<file path="config.mk">
export PLATFORM = sky130hd
export DESIGN_NAME = alu_op_sequencer
export DESIGN_NICKNAME = d
export VERILOG_FILES = /design/src/rtl/alu_op_sequencer.sv
export SDC_FILE = /design/constraint.sdc
export NUM_CORES = 1
export LEC_CHECK = 0
export ABC_AREA = 1
export CAP_MARGIN = 15
export CORE_ASPECT_RATIO = 1.1
export CORE_MARGIN = 5
export CORE_UTILIZATION = 40
export DETAILED_ROUTE_END_ITERATION = 6
export PLACE_DENSITY = 0.72
export SLEW_MARGIN = 20
export SYNTH_ARGS = -nofsm -noshare
export SYNTH_HDL_FRONTEND = slang
export SYNTH_SLANG_ARGS = --single-unit
</file>
<file path="constraint.sdc">
create_clock -name clk_i -period 2.35 [get_ports clk_i]
set_input_delay 0.235 -clock clk_i [delete_from_list [all_inputs] [get_ports clk_i]]
set_output_delay 0.235 -clock clk_i [all_outputs]
set_load 0.01 [all_outputs]
</file>
<file path="src/rtl/alu_op_sequencer.sv">
// alu_op_sequencer: registered front end for the combinational 16-bit ALU.
// Takes one command at a time, runs narrow ops in one ALU pass, and runs
// wide (32-bit) ALU_3 ops in two chained passes, low half first.
// Optional feature macro: FLAG_REG_EN keeps a persistent CVZN register and
// lets cmd_use_flag_i take the low-pass carry-in from its C bit.
module alu_op_sequencer (
  input  logic        clk_i,
  input  logic        rst_i,
  input  logic        cmd_valid_i,
  output logic        cmd_ready_o,
  input  logic [2:0]  cmd_op_i,
  input  logic [2:0]  cmd_func_i,
  input  logic [2:0]  cmd_shift_i,
  input  logic        cmd_wide_i,
  input  logic [31:0] cmd_a_i,
  input  logic [31:0] cmd_b_i,
  input  logic        cmd_cin_i,
  input  logic        cmd_use_flag_i,
  output logic [15:0] alu_a_o,
  output logic [15:0] alu_b_o,
  output logic        alu_cin_o,
  output logic [2:0]  alu_op_type_o,
  output logic [2:0]  alu_func_o,
  output logic [2:0]  alu_shift_o,
  input  logic [15:0] alu_s_i,
  input  logic [3:0]  alu_cvzn_i,
  output logic        rsp_valid_o,
  input  logic        rsp_ready_i,
  output logic [31:0] rsp_s_o,
  output logic [3:0]  rsp_cvzn_o,
  output logic [3:0]  flags_q_o
);

  localparam logic [2:0] OP_ALU3  = 3'b001;
  localparam logic [2:0] OP_ALU2  = 3'b010;
  localparam logic [2:0] OP_SHIFT = 3'b100;
  localparam logic [2:0] F_ADD = 3'd4, F_ADC = 3'd5, F_SUB = 3'd6, F_SBC = 3'd7;

  typedef enum logic [1:0] {IDLE, LO, HI, RESP} state_e;

  state_e      state_q, state_d;
  logic [15:0] a_hi_q, a_hi_d, b_hi_q, b_hi_d, s_lo_q, s_lo_d;
  logic [2:0]  op_q, op_d, func_q, func_d, shift_q, shift_d;
  logic        wide_q, wide_d;
  logic [15:0] alu_a_q, alu_a_d, alu_b_q, alu_b_d;
  logic        alu_cin_q, alu_cin_d;
  logic [2:0]  alu_op_q, alu_op_d, alu_func_q, alu_func_d, alu_shift_q, alu_shift_d;
  logic [31:0] rsp_s_q, rsp_s_d;
  logic [3:0]  rsp_cvzn_q, rsp_cvzn_d;
  logic        cin_sel;
  logic        op_legal;
  logic [15:0] lo_s;
  logic [3:0]  lo_f;
  logic [2:0]  hi_func;

`ifdef FLAG_REG_EN
  logic [3:0] flags_q;

  // Persistent flags follow every retired response.
  always_ff @(posedge clk_i) begin
    if (rst_i)                               flags_q <= 4'h0;
    else if (state_q == RESP && rsp_ready_i) flags_q <= rsp_cvzn_q;
  end

  assign flags_q_o = flags_q;
  assign cin_sel   = cmd_use_flag_i ? flags_q[3] : cmd_cin_i;
`else
  logic unused_use_flag;
  assign unused_use_flag = cmd_use_flag_i;
  assign flags_q_o       = 4'h0;
  assign cin_sel         = cmd_cin_i;
`endif

  // Undefined op types never trust the ALU: result 0 with only Z set.
  assign op_legal = (op_q == OP_ALU3) || (op_q == OP_ALU2) || (op_q == OP_SHIFT);
  assign lo_s     = op_legal ? alu_s_i : 16'h0;
  assign lo_f     = op_legal ? alu_cvzn_i : 4'b0010;
  // High pass chains the low carry: plain ADD/SUB become ADC/SBC.
  assign hi_func  = (func_q == F_ADD) ? F_ADC : (func_q == F_SUB) ? F_SBC : func_q;

  assign cmd_ready_o   = (state_q == IDLE);
  assign rsp_valid_o   = (state_q == RESP);
  assign rsp_s_o       = rsp_s_q;
  assign rsp_cvzn_o    = rsp_cvzn_q;
  assign alu_a_o       = alu_a_q;
  assign alu_b_o       = alu_b_q;
  assign alu_cin_o     = alu_cin_q;
  assign alu_op_type_o = alu_op_q;
  assign alu_func_o    = alu_func_q;
  assign alu_shift_o   = alu_shift_q;

  // Next state, command capture, ALU drive for the following pass and result assembly.
  always_comb begin
    state_d     = state_q;
    a_hi_d      = a_hi_q;
    b_hi_d      = b_hi_q;
    s_lo_d      = s_lo_q;
    op_d        = op_q;
    func_d      = func_q;
    shift_d     = shift_q;
    wide_d      = wide_q;
    rsp_s_d     = rsp_s_q;
    rsp_cvzn_d  = rsp_cvzn_q;
    alu_a_d     = 16'h0;
    alu_b_d     = 16'h0;
    alu_cin_d   = 1'b0;
    alu_op_d    = 3'h0;
    alu_func_d  = 3'h0;
    alu_shift_d = 3'h0;
    case (state_q)
      IDLE: if (cmd_valid_i) begin
        state_d     = LO;
        a_hi_d      = cmd_a_i[31:16];
        b_hi_d      = cmd_b_i[31:16];
        op_d        = cmd_op_i;
        func_d      = cmd_func_i;
        shift_d     = cmd_shift_i;
        wide_d      = cmd_wide_i && (cmd_op_i == OP_ALU3);
        alu_a_d     = cmd_a_i[15:0];
        alu_b_d     = cmd_b_i[15:0];
        alu_cin_d   = cin_sel;
        alu_op_d    = cmd_op_i;
        alu_func_d  = cmd_func_i;
        alu_shift_d = cmd_shift_i;
      end
      LO: begin
        s_lo_d = lo_s;
        if (wide_q) begin
          state_d     = HI;
          alu_a_d     = a_hi_q;
          alu_b_d     = b_hi_q;
          alu_cin_d   = alu_cvzn_i[3];
          alu_op_d    = op_q;
          alu_func_d  = hi_func;
          alu_shift_d = shift_q;
        end else begin
          state_d    = RESP;
          rsp_s_d    = {16'h0, lo_s};
          rsp_cvzn_d = lo_f;
        end
      end
      HI: begin
        state_d    = RESP;
        rsp_s_d    = {alu_s_i, s_lo_q};
        rsp_cvzn_d = {alu_cvzn_i[3:2], (s_lo_q == 16'h0) && (alu_s_i == 16'h0), alu_cvzn_i[0]};
      end
      RESP: if (rsp_ready_i) state_d = IDLE;
      default: state_d = IDLE;
    endcase
  end

  // State and datapath registers; reset discards any in-flight command.
  always_ff @(posedge clk_i) begin
    if (rst_i) begin
      state_q     <= IDLE;
      a_hi_q      <= 16'h0;
      b_hi_q      <= 16'h0;
      s_lo_q      <= 16'h0;
      op_q        <= 3'h0;
      func_q      <= 3'h0;
      shift_q     <= 3'h0;
      wide_q      <= 1'b0;
      rsp_s_q     <= 32'h0;
      rsp_cvzn_q  <= 4'h0;
      alu_a_q     <= 16'h0;
      alu_b_q     <= 16'h0;
      alu_cin_q   <= 1'b0;
      alu_op_q    <= 3'h0;
      alu_func_q  <= 3'h0;
      alu_shift_q <= 3'h0;
    end else begin
      state_q     <= state_d;
      a_hi_q      <= a_hi_d;
      b_hi_q      <= b_hi_d;
      s_lo_q      <= s_lo_d;
      op_q        <= op_d;
      func_q      <= func_d;
      shift_q     <= shift_d;
      wide_q      <= wide_d;
      rsp_s_q     <= rsp_s_d;
      rsp_cvzn_q  <= rsp_cvzn_d;
      alu_a_q     <= alu_a_d;
      alu_b_q     <= alu_b_d;
      alu_cin_q   <= alu_cin_d;
      alu_op_q    <= alu_op_d;
      alu_func_q  <= alu_func_d;
      alu_shift_q <= alu_shift_d;
    end
  end

endmodule

</file>
==> impl_results.md <==
* Status: finished, final reports clean
* Root buf cell: clkbuf_16
* Tcrit/Tclk final at 0.810
* Internal Power at 6.14 mW
* R2R Path Start: state_q[1]
* CP max stage delay at 590 ps
* Worst-Margin Slew at 764 ps
* Global route overflow at 0
* Max VDD drop at 0.528 mV
* Comb power frac at 0.318
* Critical path origin: state_q[0]
* Rows at 44
* DPL Wire Length at 10100 um
* Critical path endpoint: cmd_ready_o
* Layout area overhead at 47.0%
* Register bit total from synthesis at 138
* Cell accounting for the most synthesized area: dfxtp_1
* GRT Resource Usage Total at 0.194
* Final Hold Fails at 0
* Crit path required time at 2120 ps
* Vias in the first global route at 4597
* Drt first pass iters at 4
* Post-CTS setup buffers at 0
* Avg Cell Area, Syn at 7.80 um2
* Seq pwr share at 0.354
* Dominant cells by area after synthesis: dfxtp_1, a21oi_1, nand2_1
* Fin. max-slew vios at 0
* RSZ-0062 raised after global routing: false
* Worst path arrival time at 1670 ps
* Remaining DRCs at 0
* Largest net degree at the start of global routing at 71
* Clock Path Buffers at 2
* P per Cell Area at 1170 mW/mm2
* Fmax at 0.525 GHz
* Startpoint type of the worst setup path: flop
* Static leakage at 2.91 nW
* CP endpoint kind: output pin
* Diode count at 0
* Max_cap viols at 0
* Initial Utilization at 0.404
* Drt total wl at 15200 um
* Post-placement cell area at 0.00707 mm2
* Synth top area share at 0.525
* Num CTS Buffers at 17
* I/O Buffers at 178
* Antenna violations before repair at 0
* Clock skew at 7.41 ps
* Wire per inst at 15.1 um
* Psw at 2.93 mW
* Hold Buf Count CTS at 0
* Critical path class: flop to output pin
* Endpoints failing setup at 0
* Min-Delay Path Class: input pin to flop
* Total core area at 0.0130 mm2
* Worst r2r dst: alu_func_o[0]
* Fillers at 1153
* Insertion delay to the later sink of the worst-skew pair at 410 ps
* Post-cts sizing count at 0
* H-Tree Level Count at 4
* R2R setup slack at 470 ps
* Die area at 0.0156 mm2
* Worst-path cell chain: inv_1, ha_1, clkdlybuf4s50_1
* Final design area excluding fillers at 0.00774 mm2
* Register area share after synthesis at 0.525
* Mapped Area at 0.00527 mm2
* Hold WS at 323 ps
* Tmin final at 1900 ps
* First-pass GRT wire length at 23800 um
* Worst-path clk slew at 60 ps
* Drt initial violations at 393
* Boundary pin count at 184
* Buf/Inv on CP at 2
* DIE HEIGHT at 130 um
* Clk network pwr share at 0.327
* Clk sinks at 138
* Placer Congestion at 0.778
* Nets at 938
* CP Max Fanout at 4
* Synth Instances at 675
* Via Count at 4983
* Sw Share at 0.323
* Slowest-stage cell, CP: clkdlybuf4s50_1
* CTS tree: done
* Die Width at 119 um
* CP Depth at 3
* Via density at 4.94
* Yosys warnings at 0
* Slew margin rel. at 0.490
* Yosys cell types at 27
* R2R depth at 7
* Final setup TNS at 0 ps
* Detail Route Antenna Nets at 0
* Crit-path leading delay family: buffers and inverters
* Share of cells above drive strength 1 at 0.0661
cell type report:
cell class	count	area (um2)	area share
Clock inverter	13	214	0.0276
Tap cell	161	201	0.0260
Multi-Input combinational cell	471	2150	0.277
Sequential cell	138	2760	0.357
Timing Repair Buffer	189	1900	0.245
Inverter	17	66.3	0.00857
Clock buffer	19	453	0.0585
worst reg2reg max path, stage by stage, from the launching register on:
cell and delay [ps]:
dfxtp_1 340, inv_1 100, ha_1 380, nand2_8 180, inv_2 80, buf_4 410, o21ai_0 180, a21oi_1 140
metrics by stage:
step | instances | setup slack [ps] | power [mW] | utilization
finish | 1008 | 447 | 9.08 | 0.593
global route | 1008 | 292 | 9.62 | 0.593
CTS | 1008 | 415 | 9.16 | 0.593
detailed placement | 976 | 488 | 6.15 | 0.542
global placement | 976 | 519 | 6.10 | 0.542
floorplan | 678 | 893 | 5.03 | -
sequential cells by signal, summed over array words and instances (netlist names), 4 cells and up:
name        count
s_lo_q         16
a_hi_q         16
rsp_cvzn_o      4
alu_b_o        16
b_hi_q         16
rsp_s_o        32
alu_a_o        16
power by group through the flow:
stage | sequential [mW] | clock [mW] | combinational (mW)
after floorplan | 3.35 | 0 | 1.68
after global placement | 3.24 | 0 | 2.86
after detailed placement | 3.26 | 0 | 2.89
after CTS | 3.22 | 3.03 | 2.92
after global routing | 3.28 | 3.13 | 3.21
final | 3.22 | 2.97 | 2.89
cells in the final DEF (no fill, tap or decap), types with 2 or more instances in the layout:
master,instances
bufinv_16,5
nand3_1,37
nand2_1,136
clkbuf_8,2
nor2_1,89
clkinv_4,2
dfxtp_1,138
o21ai_0,52
inv_2,4
clkdlybuf4s50_1,177
a21oi_1,122
o21ai_1,16
inv_1,12
inv_6,3
conb_1,4
clkinvlp_4,2
o21ai_2,2
ha_1,4
buf_12,3
nand2_2,2
clkbuf_16,17
buf_4,8
how the worst min path moves through the flow:
stage,cells after the start,startpoint,endpoint
finish,4,rst_i,a_hi_q[0]
global route,4,rst_i,a_hi_q[0]
CTS,4,rst_i,a_hi_q[3]
detailed placement,2,func_q[1],alu_func_o[1]
global placement,2,b_hi_q[8],alu_b_o[8]
floorplan,2,alu_s_i[0],s_lo_q[0]
per-layer routing:
metal  track usage  vias up  share of wire  routed length, um
li1              -     2536              -                  -
met1         0.230     2274           0.43               6530
met2         0.327      154           0.48               7260
met3        0.0707       19          0.078               1190
met4        0.0687        0          0.013                204
met5             0        -              0                  0
cells in the mapped netlist (all sizes together):
cell,number
nand2,139
dfxtp,138
a21oi,122
nor2,89
o21ai,71
nand3,37
buf,34
clkbuf,18
inv,17
ha,4
or2,2
a32oi,1
conb,1
nand4,1
o22ai,1
cells by family after synthesis:
kind of cell,after synthesis,synth area share
AOI/OAI and AO/OA,195,0.190
adders and majority gates,4,0.00950
buffers and inverters,69,0.0701
DFF,138,0.525
other,1,0.000712
and+or+nand+nor,268,0.205
Note: power is estimated with default switching activity, not from simulation.
